$ cat src/rtl/aibcr3_rxdeser.sv
`default_nettype none
// +--------------------------------------------------------------------------+
// | aibcr3_rxdeser : multi-channel AIB RX deserialiser (DDR/SDR/bypass/slip)  |
// | Revision 1.0                                                             |
// +--------------------------------------------------------------------------+
module aibcr3_rxdeser #(
  parameter int NCH   = 4,
  parameter int RATIO = 4
) (
  input  logic                    iclkin_dist,
  input  logic                    irst,
  input  logic [2:0]              irxen,
  input  logic [NCH-1:0]          idat0,
  input  logic [NCH-1:0]          idat1,
  input  logic                    ibitslip,
  output logic [NCH*2*RATIO-1:0]  odata,
  output logic                    ovalid,
  output logic                    orx_disable,
  output logic                    osdr_mode
);

  localparam int W  = 2 * RATIO;
  localparam int CW = $clog2(2 * RATIO);
  localparam logic [CW-1:0] DDR_LAST = CW'(RATIO - 1);
  localparam logic [CW-1:0] SDR_LAST = CW'(2 * RATIO - 1);
  localparam logic [2:0]    RXEN_DISABLE = 3'b010;

  typedef enum logic [1:0] {
    MODE_DIS = 2'd0,
    MODE_DDR = 2'd1,
    MODE_SDR = 2'd2,
    MODE_BYP = 2'd3
  } mode_e;

  logic [2:0]       mode_q, mode_d;
  logic [CW-1:0]    cnt_q, cnt_d;
  logic [NCH*W-1:0] sr_q, sr_d;
  logic [NCH*W-1:0] odata_q, odata_d;
  logic             ovalid_q, ovalid_d;
  logic [NCH*W-1:0] sr_shift;
  logic [NCH*W-1:0] byp_word;
  logic [CW-1:0]    cnt_last;
  mode_e            mode_cur;

  always_comb begin
    case (mode_q)
      3'b001:  mode_cur = MODE_DDR;
      3'b100:  mode_cur = MODE_SDR;
      3'b000:  mode_cur = MODE_BYP;
      default: mode_cur = MODE_DIS;
    endcase
  end

  // Newest beat enters at the top so the first-arriving bit ends up at bit 0.
  for (genvar c = 0; c < NCH; c++) begin : g_chan
    assign sr_shift[c*W +: W] = (mode_cur == MODE_SDR)
                              ? {idat0[c], sr_q[c*W+1 +: W-1]}
                              : {idat1[c], idat0[c], sr_q[c*W+2 +: W-2]};
    assign byp_word[c*W +: W] = {{(W-1){1'b0}}, idat0[c]};
  end

  always_comb begin
    mode_d   = irxen;
    cnt_d    = cnt_q;
    sr_d     = sr_q;
    odata_d  = odata_q;
    ovalid_d = 1'b0;
    cnt_last = (mode_cur == MODE_SDR) ? SDR_LAST : DDR_LAST;
    if (irxen != mode_q) begin
      // Mode-change edge: restart framing, keep the last word on the bus.
      cnt_d = '0;
      sr_d  = '0;
    end else begin
      case (mode_cur)
        MODE_DDR, MODE_SDR: begin
          sr_d = sr_shift;
          // A slip keeps shifting but freezes the count, pushing the boundary one beat later.
          if (!ibitslip) begin
            if (cnt_q == cnt_last) begin
              odata_d  = sr_shift;
              ovalid_d = 1'b1;
              cnt_d    = '0;
            end else begin
              cnt_d = cnt_q + CW'(1);
            end
          end
        end
        MODE_BYP: begin
          odata_d  = byp_word;
          ovalid_d = 1'b1;
          cnt_d    = '0;
          sr_d     = '0;
        end
        default: begin
          odata_d = '0;
          cnt_d   = '0;
          sr_d    = '0;
        end
      endcase
    end
  end

  always_ff @(posedge iclkin_dist or posedge irst) begin
    if (irst) begin
      mode_q   <= RXEN_DISABLE;
      cnt_q    <= '0;
      sr_q     <= '0;
      odata_q  <= '0;
      ovalid_q <= 1'b0;
    end else begin
      mode_q   <= mode_d;
      cnt_q    <= cnt_d;
      sr_q     <= sr_d;
      odata_q  <= odata_d;
      ovalid_q <= ovalid_d;
    end
  end

  assign odata       = odata_q;
  assign ovalid      = ovalid_q;
  assign orx_disable = (mode_cur == MODE_DIS);
  assign osdr_mode   = (mode_cur == MODE_SDR);

endmodule
`default_nettype wire

$ cat config.mk
export PLATFORM = sky130hd
export DESIGN_NAME = aibcr3_rxdeser
export DESIGN_NICKNAME = d
export VERILOG_FILES = /design/src/rtl/aibcr3_rxdeser.sv
export SDC_FILE = /design/constraint.sdc
export NUM_CORES = 1
export LEC_CHECK = 0
export CORE_ASPECT_RATIO = 2
export CORE_MARGIN = 5
export CORE_UTILIZATION = 41
export DETAILED_ROUTE_END_ITERATION = 10
export GPL_TIMING_DRIVEN = 0
export PLACE_DENSITY = 0.65
export RECOVER_POWER = 50
export SYNTH_ARGS = -nofsm -noshare
export SYNTH_HDL_FRONTEND = slang
export SYNTH_SLANG_ARGS = --single-unit
$ cat constraint.sdc
create_clock -name iclkin_dist -period 2.5 [get_ports iclkin_dist]
set_clock_uncertainty 0.2 [all_clocks]
set_input_delay 0.375 -clock iclkin_dist [delete_from_list [all_inputs] [get_ports iclkin_dist]]
set_output_delay 0.375 -clock iclkin_dist [all_outputs]
set_load 0.01 [all_outputs]
==> Word-level counts from Yosys, hierarchy flattened <==
Cells that the tools add are included.
W data, S select, Z words.
{ "totals": {"output_inout_bits": 35, "wordCells": 40, "register_bits": 71, "in_bits": 14} }
{ "classes": {"addsub": 1, "muxes": 19, "reduce_logical": 4, "n_bitwise": 1, "eq_ne": 10} }
{ "ops": {"columns": ["cell", "n"], "rows": [
  ["$mux W32", 4],
  ["$pmux W32 S2", 1],
  ["$mux W8", 4],
  ["$mux W3", 5],
  ["$pmux W2 S3", 1],
  ["$eq A2 B2 Y1 const B", 2],
  ["$ne A2 B2 Y1 const B", 2],
  ["$add A3 B1 Y3 const B", 1],
  ["$eq A3 B1 Y1 const B", 1],
  ["$eq A3 B3 Y1", 1],
  ["$eq A3 B3 Y1 const B", 1],
  ["$logic_not A3 Y1", 1],
  ["$mux W1", 3],
  ["$ne A3 B3 Y1", 1],
  ["$ne A3 B3 Y1 const B", 1],
  ["$reduce_and A3 Y1", 1],
  ["$eq A2 B1 Y1 const B", 1],
  ["$logic_not A2 Y1", 1],
  ["$pmux W1 S2", 1],
  ["$reduce_or A2 Y1", 1],
  ["$not A1 Y1", 1]
]} }

==> Depth between registers and ports, before layout <==
{ "logic_depth": {"ltp_word": 9, "mapped_depth": 6, "mapped_depth_nobuf": 5} }

==> Worst setup path before layout <==
OpenSTA, ideal clock, no wires.
{ "synth_timing": {"path_kind": "flip-flop to flip-flop", "start": "reg cnt_q[0]", "end": "reg odata_q[3], in the netlist odata[3]", "period_less_slack_ps": 2122, "t_arrival_ps": 1801, "path_stages_with_launch": 7, "slack_ps": 378, "required_time_ps": 2179, "setup_ps": 121, "cell_sequence": "dfrtp_1 -> ha_1 -> nor2b_1 -> or3b_4 -> a31o_2 -> buf_2 -> a22o_1"} }
{ "synth_between": {"elab_chain_cells": 3} }
{ "synth_lines": {"columns": ["item", "line_no", "source"], "rows": [
  ["start: declaration", "36", "logic [CW-1:0] cnt_q, cnt_d;"],
  ["start signal: assignment", "112", "cnt_q <= cnt_d;"],
  ["$eq A3 B3 Y1", "79", "if (cnt_q == cnt_last) begin"],
  ["$ne A2 B2 Y1 (no line)", null, null],
  ["$reduce_and A3 Y1 (no line)", null, null],
  ["end signal: assignment", "114", "odata_q <= odata_d;"],
  ["end: declaration", "38", "logic [NCH*W-1:0] odata_q, odata_d;"]
]} }
Every way passes these cells.
A chain may end at the register's enable or synchronous reset.

==> Final worst setup path <==
{ "layout_timing": {"start": "reg mode_q[2]", "end": "reg odata_q[16], in the netlist odata[16]"} }
{ "layout_between": {"elab_chain_cells": 7} }
{ "layout_lines": {"columns": ["item", "line_no", "source"], "rows": [
  ["start: declaration", "35", "logic [2:0] mode_q, mode_d;"],
  ["start signal: assignment", "111", "mode_q <= mode_d;"],
  ["$eq A3 B3 Y1 (tied with other cells)", "46", "case (mode_q)"],
  ["$pmux W2 S3", "46", null],
  ["$eq A2 B2 Y1", "56, 68, 74", null],
  ["$mux W3 or $mux W8 (tied branches)", "68, 57", null],
  ["$eq A3 B3 Y1 or $mux W32 (tied branches)", "79", null],
  ["$ne A2 B2 Y1 (no line) or $mux W32 (tied branches)", null, null],
  ["$reduce_and A3 Y1 (no line) or $pmux W32 S2 (tied branches)", null, null]
]} }
Parallel ways exist; a longest one is shown, timed or not. The select of a mux whose other input is x is not followed.

==> impl_results.md <==
- Grt total ovfl: 0
- Placed Area: roughly 3500 um2
- Number of buffers added on ports: 48
- Placed Cells incl. Taps: approximately 380
- Hold-fix buffers, CTS: 0
- Psw: approximately 620 uW
- Final net count: between 300 and 400
- Pins Over Slew Limit: 0
- Diode count: 0
- Syn nets: 257
- Largest net degree at the start of global routing: 43
- Final Critical Period: 2.38 ns
- Die Y: around 130 um
- Overall power: 2630 uW
- Worst Setup SP: mode_q[2]
- Post-DRT Antenna Nets: 0
- Placeable Area: between 6000 and 7000 um2
- Gate power share: about a tenth
- Num CTS Buffers: 9
- Number of top-level pins: approximately 50
- Reg2reg start: mode_q[2]
- Max IR drop VDD: approximately 0.45 mV
- WL per Instance: 16.5 um
- Final non-filler cell area: 3800 um2
- Layout area overhead: 30.7%
- Share of layout cells above drive strength 1: a little over a tenth
- MaxCap Viol Count: 0
- EDFF count, synth: 0
- Relative slew slack: a little over a third
- Crit path capture type: flop
- Post-DP HPWL: about 4700 um
- Cell variety after synth: 27
- DIE WIDTH: slightly below 70 um
- RD Place Congestion: 0.770
- Initial antenna violation count: 0
- Worst Reg2Reg Path Length in Cells: 6
- Die ar.: roughly 9000 um2
- Worst-path cell chain: or2_2 -> ha_1 -> clkinv_1 -> clkbuf_1 -> o2bb2ai_1 -> a22o_1
- CP max stage cell: dfrtp_1
- Primary FF master, synth: dfrtp_1
- Vias in the first global route: ~2300
- Worst hold path cell count: 1
- Reg-to-reg slack, setup: about 0.12 ns
- Total GRT Usage: about 16%
- Clock Pin Slew Worst Setup and Hold Paths: 0.05 ns
- HP Class: reg2reg
- Clk sink count: 67
- Final cell count without fillers: ~400
- Final Cycle Share: between 90% and 100%
- Hold Vio Cnt, Final: 0
- FMAX: 420 MHz
- Root buffer cell: clkbuf_16
- Starting Density: 41.9%
- Clk pwr share: a little under half
- Overall routed net length: 6500 um
- Post-cts sizing count: 0
- Worst skew pair latency: roughly 0.33 ns
- Pre-Repair DR Iteration Count: 4
- Yosys warns: 0
- Initial DRC count: between 80 and 90
- Setup TNS Final: 0 ns
- CTS max path bufs: 2
- Crit Path Category: reg2reg
- Power per cell area: 693 nW/um2
- Syn_area_per_cell: 12.1 um2
- First-pass GRT wire length: between 10000 and 15000 um
- Synth Register Bits: 67
- Slowest Stage Delay on Critical Path: 0.41 ns
- Register area share after synthesis: between 50% and 60%
- Vias per std cell: ~5.3
- Part of the power in registers: between 40% and 50%
- H-tree Lvls: 3
- Mapped cell area: roughly 2900 um2
- Sw Share: about a quarter
- Worst Path Arrival: about 2.4 ns
- Pleak: 0.00165 uW
- Outcome: finished clean
- CP Max Fanout: 10
- RSZ-0062 raised after global routing: false
- Reg2reg end: odata[16]
- Worst Path Required: between 2 and 3 ns
- Most frequent cells in the layout: 66 x dfrtp_1, 34 x mux2i_1, 32 x a22o_1
- Row cnt: 43
- Critical Path Source Type: flop
- Int Pwr: approximately 2000 uW
- Count of final setup violators: 0
- Vias: 2072
- Hold slack: 0.292 ns
- Commonest non-fill, non-tap cell in the layout: dfrtp_1
- Fraction of registers with async set/reset: between 90% and 100%
- Worst-Margin Slew: between 0.9 and 1 ns
- Post-CTS Setup Inserts: 0
- Crit path to: odata[16]
- Synthesized instance count: between 200 and 250
- CTS tree: built
- DRC Markers: 0
==> cell type report <==
cell class                 instances  area (um2)
inverter                           2        7.51
clock inverter                     5        52.6
timing repair buffer              49         488
sequential                        67        1680
multi-input combinational        152        1120
buffer                            18         104
clock buffer                      11         243
tap                               90         113
fill                             607        3140
==> worst max-delay path: cells and delay by family (launching register included) <==
family                     cells  cell delay [ns]
buffers and inverters          2             0.56
adders and majority gates      1             0.39
DFF                            1             0.41
AOI/OAI and AO/OA              2             0.38
and+or+nand+nor                1             0.32
==> metal layers <==
metal | wire, um | track usage [%]
met5 | 0 | 0
met4 | 149 | 8.29
met3 | 163 | 3.18
met2 | 3640 | 29.6
met1 | 2550 | 17.6
==> sequential cells by signal, summed over array words and instances (netlist names) <==
register  cells
cnt_q         3
sr_q         28
mode_q        3
odata        32
ovalid        1
==> per-stage QoR <==
step	util [%]	setup WS, ns
6_report	54.8	0.120
5_1_grt	54.8	0.00259
4_1_cts	54.9	0.0964
3_5_place_dp	50.7	-0.188
3_3_place_gp	50.4	-0.875
2_1_floorplan	-	0.243
==> synthesized netlist by cell type (all sizes together) (2+ instances only) <==
| master | count | area share, % |
|---|---|---|
| nor2b | 2 | 0.43 |
| ha | 3 | 1.3 |
| mux2i | 34 | 12 |
| or2 | 2 | 0.43 |
| nor2 | 30 | 3.9 |
| nand3 | 2 | 0.34 |
| xnor2 | 4 | 1.2 |
| dfrtp | 66 | 57 |
| clkbuf | 8 | 1.0 |
| nor3 | 29 | 5.0 |
| nand2 | 2 | 0.26 |
| buf | 11 | 2.7 |
| o2bb2ai | 4 | 1.2 |
| a22o | 32 | 9.6 |
==> power by group through the flow <==
stage | logic, uW | clock network [uW] | registers (uW)
after global placement | 269 | 0 | 1150
after global routing | 288 | 1320 | 1130
after detailed placement | 274 | 0 | 1150
after floorplan | 144 | 0 | 1160
after CTS | 276 | 1260 | 1130
final | 262 | 1240 | 1130
==> how the worst min path moves through the flow <==
stage                      endpoint       from
after floorplan           mode_q[1]   irxen[1]
after global placement    odata[31]  odata[31]
after detailed placement   odata[1]   odata[1]
after CTS                 mode_q[2]       irst
after global routing      odata[25]  odata[25]
final                     odata[30]  odata[30]
==> cells by family after synthesis <==
logic type / share of synthesized area (%)
adders and majority gates: 1.29
buffers and inverters: 4.00
xor gates and xnor gates: 1.20
and+or+nand+nor: 11.4
muxes: 11.7
AOI/OAI and AO/OA: 12.7
DFF: 57.7
Note: power is estimated with default switching activity, not from simulation.
